### config.mk
export PLATFORM = sky130hd
export DESIGN_NAME = baz_tx
export DESIGN_NICKNAME = d
export VERILOG_FILES = /design/src/rtl/baz_tx.sv
export SDC_FILE = /design/constraint.sdc
export NUM_CORES = 1
export LEC_CHECK = 0
export CORE_AREA = 2 2 39 41
export CTS_BUF_LIST = sky130_fd_sc_hd__clkbuf_4 sky130_fd_sc_hd__clkbuf_8 sky130_fd_sc_hd__clkbuf_16
export CTS_CLUSTER_DIAMETER = 150
export DETAILED_ROUTE_END_ITERATION = 10
export DIE_AREA = 0 0 41 43
export GPL_ROUTABILITY_DRIVEN = 0
export PLACE_DENSITY = 0.57
export SYNTH_ARGS = -nofsm -noshare
export SYNTH_HDL_FRONTEND = slang
export SYNTH_SLANG_ARGS = --single-unit
### constraint.sdc
create_clock -name clk -period 1.9 [get_ports clk]
set_input_delay 0.19 -clock clk [delete_from_list [all_inputs] [get_ports clk]]
set_output_delay 0.19 -clock clk [all_outputs]
set_load 0.02 [all_outputs]
### src/rtl/baz_tx.sv
// rtl/baz_tx.sv - serial "baz" pattern transmitter, MSB first, with done pulse
// Optional frame repetition with idle gaps is enabled by BAZ_TX_REPEAT_EN.
module baz_tx #(
   parameter int               PAT_W   = 3,
   parameter logic [PAT_W-1:0] PATTERN = 3'b101,
   parameter int               GAP     = 1,
   parameter int               CNT_W   = 4
) (
   input  logic             clk,
   input  logic             rstn,
   input  logic             start,
   input  logic [CNT_W-1:0] rep,
   input  logic             abort,
   output logic             out,
   output logic             frame,
   output logic             busy,
   output logic             done
);

   localparam int IDX_W = (PAT_W > 1) ? $clog2(PAT_W) : 1;
   localparam logic [IDX_W-1:0] LAST_IDX = IDX_W'(PAT_W - 1);

   typedef enum logic [1:0] {S_IDLE, S_SEND, S_GAP, S_DONE} state_t;

   state_t           r_state, w_nxt_state;
   logic [IDX_W-1:0] r_bit_idx, w_nxt_bit_idx;

`ifdef BAZ_TX_REPEAT_EN
   localparam int GAP_W = (GAP > 1) ? $clog2(GAP) : 1;
   logic [CNT_W-1:0] r_rep_cnt, w_nxt_rep_cnt;
   logic [GAP_W-1:0] r_gap_cnt, w_nxt_gap_cnt;
`else
   logic w_unused_rep;
   assign w_unused_rep = ^rep;
`endif

   always_comb begin
      w_nxt_state   = r_state;
      w_nxt_bit_idx = r_bit_idx;
`ifdef BAZ_TX_REPEAT_EN
      w_nxt_rep_cnt = r_rep_cnt;
      w_nxt_gap_cnt = r_gap_cnt;
`endif
      case (r_state)
         S_IDLE: begin
            if (start && !abort) begin
               w_nxt_state   = S_SEND;
               w_nxt_bit_idx = LAST_IDX;
`ifdef BAZ_TX_REPEAT_EN
               w_nxt_rep_cnt = rep;
`endif
            end
         end
         S_SEND: begin
            if (abort) begin
               w_nxt_state = S_IDLE;
`ifdef BAZ_TX_REPEAT_EN
               w_nxt_rep_cnt = '0;
`endif
            end else if (r_bit_idx != '0) begin
               w_nxt_bit_idx = r_bit_idx - IDX_W'(1);
`ifdef BAZ_TX_REPEAT_EN
            end else if (r_rep_cnt != '0) begin
               // Count-down never passes zero, so rep at maximum cannot wrap.
               w_nxt_rep_cnt = r_rep_cnt - CNT_W'(1);
               w_nxt_bit_idx = LAST_IDX;
               if (GAP == 0) begin
                  w_nxt_state = S_SEND;
               end else begin
                  w_nxt_state   = S_GAP;
                  w_nxt_gap_cnt = '0;
               end
`endif
            end else begin
               w_nxt_state = S_DONE;
            end
         end
`ifdef BAZ_TX_REPEAT_EN
         S_GAP: begin
            if (abort) begin
               w_nxt_state   = S_IDLE;
               w_nxt_rep_cnt = '0;
            end else if (r_gap_cnt == GAP_W'(GAP - 1)) begin
               w_nxt_state = S_SEND;
            end else begin
               w_nxt_gap_cnt = r_gap_cnt + GAP_W'(1);
            end
         end
`endif
         S_DONE:  w_nxt_state = S_IDLE;
         default: w_nxt_state = S_IDLE;
      endcase
   end

   always_ff @(posedge clk or negedge rstn) begin
      if (!rstn) begin
         r_state   <= S_IDLE;
         r_bit_idx <= '0;
`ifdef BAZ_TX_REPEAT_EN
         r_rep_cnt <= '0;
         r_gap_cnt <= '0;
`endif
      end else begin
         r_state   <= w_nxt_state;
         r_bit_idx <= w_nxt_bit_idx;
`ifdef BAZ_TX_REPEAT_EN
         r_rep_cnt <= w_nxt_rep_cnt;
         r_gap_cnt <= w_nxt_gap_cnt;
`endif
      end
   end

   assign out   = (r_state == S_SEND) && PATTERN[r_bit_idx];
   assign frame = (r_state == S_SEND);
   assign busy  = (r_state == S_SEND) || (r_state == S_GAP);
   assign done  = (r_state == S_DONE);

endmodule

-- Word-level counts from Yosys, hierarchy flattened
Cells that the tools add are included.
Widths: inputs -> output; s select.
- word-level logic and storage cells: 30
- output and inout port bits: 4
- bits of input ports: 8
- flip-flop bits (word level): 4
- reduce and logical (&&, ||, !) cells: 9
- $lt $le $gt $ge: 1
- $add $sub $neg: 1
- muxes and demuxes: 10
- eq/ne operators: 7
- operators with widths (operator ; number):
    $mux 2 ; 6
    $pmux 2 s2 ; 2
    $eq 2x2->1 const B ; 2
    $ne 2x2->1 const B ; 2
    $reduce_and 4->1 ; 1
    $reduce_bool 2->1 ; 2
    $lt 2x3->1 const B ; 1
    $ne 3x3->1 const B ; 1
    $bmux 1 s2 ; 1
    $eq 2x1->1 const B ; 1
    $logic_and 1x1->1 ; 2
    $logic_not 2->1 ; 1
    $ne 2x1->1 const B ; 1
    $reduce_and 2->1 ; 1
    $sub 2x1->2 const B ; 1
    $logic_not 1->1 ; 1
    $logic_or 1x1->1 ; 1
    $mux 1 ; 1

-- Logic depth before layout (Yosys ltp)
- depth in word-level cells: 4
- gate-level depth with buffers: 5
- mapped depth without buffers: 5

-- Least setup slack after synthesis
No wires, ideal clock.
- kind: register to register
- start point: register r_state[1]
- end point: register r_bit_idx[1]
- data required time: 1.775 ns
- arrival: 1.615 ns
- clock period less this slack: 1.740 ns
- slack: 0.160 ns
- library setup time: 0.125 ns
- path buffers: 0
- cell stages (with the launch flop): 6
- path through: dfrtp_1 > inv_1 > ha_1 > nor2_2 > a2111oi_4 > mux2_4
- word-level cells in the longest chain between the ends: 3
- elaborated cells on any way between the ends: 8
- classes of those cells: eq/ne: 4; mux: 1; reduce/logical: 3
- RTL lines (what ; line ; text):
    start: declaration ; 25 ; state_t r_state, w_nxt_state;
    start signal: assignment ; 104 ; r_state <= w_nxt_state;
    $eq 2x1->1 (*) ; - ;
    via frame ; 15 ; output logic frame,
    $ne 2x1->1 (no line) (tied with other cells) ; - ;
    $reduce_and 4->1 (no line) ; - ;
    end signal: assignment ; 105 ; r_bit_idx <= w_nxt_bit_idx;
    end: declaration ; 26 ; logic [IDX_W-1:0] r_bit_idx, w_nxt_bit_idx;
The timed path passes the listed nets; every way through them passes the cells marked *.
A chain may end at the register's enable or synchronous reset.

-- Final worst setup path
- start point: register r_state[0]
- end point: register r_bit_idx[1]
- word-level cells in the longest chain between the ends: 3
- elaborated cells on any way between the ends: 8
- classes of those cells: eq/ne: 4; mux: 1; reduce/logical: 3
- RTL lines (what ; line ; text):
    $eq 2x1->1 or $logic_not 2->1 (tied branches) ; 44 ; case (r_state)
    $ne 2x1->1 (no line) (tied with other cells) ; - ;
    $reduce_and 4->1 (no line) ; - ;
Several ways; a longest one is shown, not always the timed one.

==> qor.csv <==
stage,metric,value,unit
logic_synthesis,Post-Synth Simple-Gate Area,11.7,%
floorplanning,die area,1760,um2
clock_network,hold_buf cts,0,
logic_synthesis,mapped cell area,309,um2
run,max_cap viols,0,
logic_synthesis,Gate Count Post-Synth,28,
global_route,largest net degree at the start of global routing,9,
logic_synthesis,library cells used by synthesis,16,
routing,DR vias,213,
floorplanning,chip width,41,um
critical_path,CP Max Fanout,4,
floorplanning,row cnt,14,
logic_synthesis,register area share after synthesis,32.4,%
sta,Achievable Freq,560,MHz
sta,clock skew,0.000317,ns
logic_synthesis,largest family of logic cells by synthesized area,compound AO/OA/AOI/OAI gates,
logic_synthesis,Mean Syn Cell Area,11.0,um2
logic_synthesis,Ys Warns,0,
power_and_ir_drop,total power,688,uW
critical_path,Reg2Reg Setup Slack,0.11,ns
routing,DR iter-0 viols,0,
floorplanning,Die Y,43,um
floorplanning,IO Pins,12,
floorplanning,Initial Util,22.3,%
sta,final hold viol count,0,
layout,area grow syn2layout,41.3,%
sta,Slew Limit Fails,0,
routing,routed vias/inst,3.94,
placement,dpl hpwl,390,um
sta,worst rel slew slack,77.2,%
min_path,Tightest Hold Check Type,primary input to async pin,
logic_synthesis,XOR/XNOR share of the synthesized area,0,%
sta,final period utilization,94.0,%
sta,Slew @ Worst Pin,0.342,ns
logic_synthesis,post-synthesis compound-gate area fraction,21.5,%
status,outcome,"finished, final reports clean",
clock_network,CTS tree,done,
critical_path,crit-path max cell delay,0.42,ns
power_and_ir_drop,maximum vdd drop,0.000416,V
global_route,Tot GR Track Use,7.17,%
clock_network,setup bufs post-CTS,0,
critical_path,top cell family by delay on the critical path,flip-flops,
critical_path,CP Buf/Inv Count,1,
placement,PortBufs,7,
clock_network,CTS Sinks,4,
clock_network,Worst-Skew Late Latency,0.23,ns
sta,RSZ-0062 raised after global routing,false,
routing,drt pass-1 iters,1,
layout,final net count,53,
global_route,initial antenna violation count,0,
sta,Hold WS,0.157,ns
critical_path,crit path launch type,flip-flop,
routing,drt total wl,495,um
logic_synthesis,post-synthesis mux area share,8.10,%
power_and_ir_drop,Leak,0.000201,uW
routing,post-DR wirelength/cell,9.17,um
global_route,first-pass GRT wire length,786,um
logic_synthesis,post-synth net total,41,
sta,# setup viols final,0,
critical_path,Worst EP arrival,1.89,ns
critical_path,Critical Path RT,2.01,ns
layout,share of post-route cells with drive strength above 1,21.1,%
clock_network,worst-case clock buffer depth,2,
sta,Tmin final,1.79,ns
power_and_ir_drop,P per Cell Area,1580,nW/um2
global_route,global route overflow,0,
logic_synthesis,synthesis-stage register bit count,4,
routing,DRC,0,
sta,post-route setup TNS,0,ns
logic_synthesis,adder-cell share of the synthesized area,20.2,%
layout,ant diodes,0,
clock_network,Root Driver,clkbuf_4,
routing,Post-DRT Antenna Nets,0,
critical_path,Setup CP Type,flip-flop to flip-flop,
clock_network,CTS Buf Count,3,
floorplanning,core area,1380,um2
critical_path,worst path cell trace,inv_1 > ha_1 > and2b_4 > a2111oi_4 > mux2_4,
clock_network,"CTS clk-pin slew, worst paths",0.03,ns
clock_network,H-tree lvl count,1,
global_route,number of global-route vias before repair,210,
critical_path,Crit-path slowest cell,dfrtp_1,
critical_path,CP endpoint kind,flip-flop,
worst reg2reg max path, cell delays in order (launching register included):
cell and delay (ns):
dfrtp_1 0.42, inv_1 0.07, ha_1 0.25, and2b_4 0.20
a2111oi_4 0.39, mux2_4 0.34
placed cells by master, fill, tap and decap left out:
cell	Yosys	final
a2111oi_4	1	1
a211oi_1	1	1
a32o_1	1	1
and2b_4	1	1
clkbuf_4	0	3
clkdlybuf4s50_1	0	6
dfrtp_1	4	4
dlymetal6s2s_1	0	1
ha_1	5	4
ha_4	0	1
inv_1	5	5
mux2_4	1	1
mux2i_1	1	1
nand2_1	2	2
nand2b_1	1	1
nor2_2	1	1
nor2b_1	1	1
o21a_1	1	1
o21ai_1	1	1
o22a_1	1	1
power breakdown:
group	switching [uW]	internal [uW]	total (uW)
clock network	30.1	70.3	100
registers	27.8	118	146
logic	220	221	441
total	278	410	688
metrics by stage:
step / area [um2] / utilization, % / setup WS, ns / cells
after CTS: 434 / 31.4 / 0.0108 / 54
after global routing: 437 / 31.6 / 0.0432 / 54
final: 437 / 31.6 / 0.114 / 54
after global placement: 399 / 28.8 / 0.0967 / 51
after detailed placement: 399 / 28.8 / 0.100 / 51
after floorplan: 309 / - / 0.160 / 28
routing by layer:
metal | share of wire (%) | GRT usage [%] | vias to the layer above
met5 | 0 | 0 | -
met4 | 0 | 8.00 | 0
met3 | 3.8 | 3.14 | 0
met2 | 45 | 8.44 | 4
li1 | - | - | 118
met1 | 51 | 8.52 | 91
flip-flops by register name, summed over array words and instances (netlist names):
register   cells
r_bit_idx      2
r_state        2
final timing paths:
kind,depth (start not counted),endpoint,startpoint
worst max-delay path,5,r_bit_idx[1],r_state[0]
worst min-delay path,1,r_state[0],rstn
worst max register to register,5,r_bit_idx[1],r_state[0]
worst min register to register,3,r_bit_idx[0],r_bit_idx[0]
max in group asynchronous,1,r_bit_idx[0],rstn
min in group clk,3,r_bit_idx[0],r_bit_idx[0]
Yosys cell counts:
| library cell | n | area [um2] |
|---|---|---|
| nor2b_1 | 1 | 6.26 |
| o21ai_1 | 1 | 5.00 |
| ha_1 | 5 | 62.6 |
| and2b_4 | 1 | 10.0 |
| a211oi_1 | 1 | 7.51 |
| nand2b_1 | 1 | 6.26 |
| mux2i_1 | 1 | 10.0 |
| mux2_4 | 1 | 15.0 |
| inv_1 | 5 | 18.8 |
| a32o_1 | 1 | 10.0 |
| dfrtp_1 | 4 | 100 |
| o21a_1 | 1 | 7.51 |
| nor2_2 | 1 | 6.26 |
| o22a_1 | 1 | 8.76 |
| a2111oi_4 | 1 | 27.5 |
| nand2_1 | 2 | 7.51 |
cell families (layout without fill, tap and decap cells):
kind of cell             Yosys count  in the layout
AO/OA/AOI/OAI                      6              6
adder cells (fa/ha/maj)            5              5
buffers and inverters              5             15
flip-flops                         4              4
multiplexers                       2              2
AND/OR/NAND/NOR                    6              6
timing repair:
action / 4_1_cts / 5_1_grt
endpoints found under the hold margin: 0 / 0
endpoints found under the setup margin: 2 / 1
pin swaps: 0 / 0
resized for setup: 2 / 1
area by class of cell:
cell class | instances | area (um2)
Inverter | 5 | 18.8
Fill cell | 147 | 947
Clock buffer | 3 | 22.5
Multi-Input combinational cell | 19 | 203
Timing Repair Buffer | 7 | 72.6
Sequential cell | 4 | 100
Tap cell | 16 | 20.0
(Power assumes the default switching activity.)
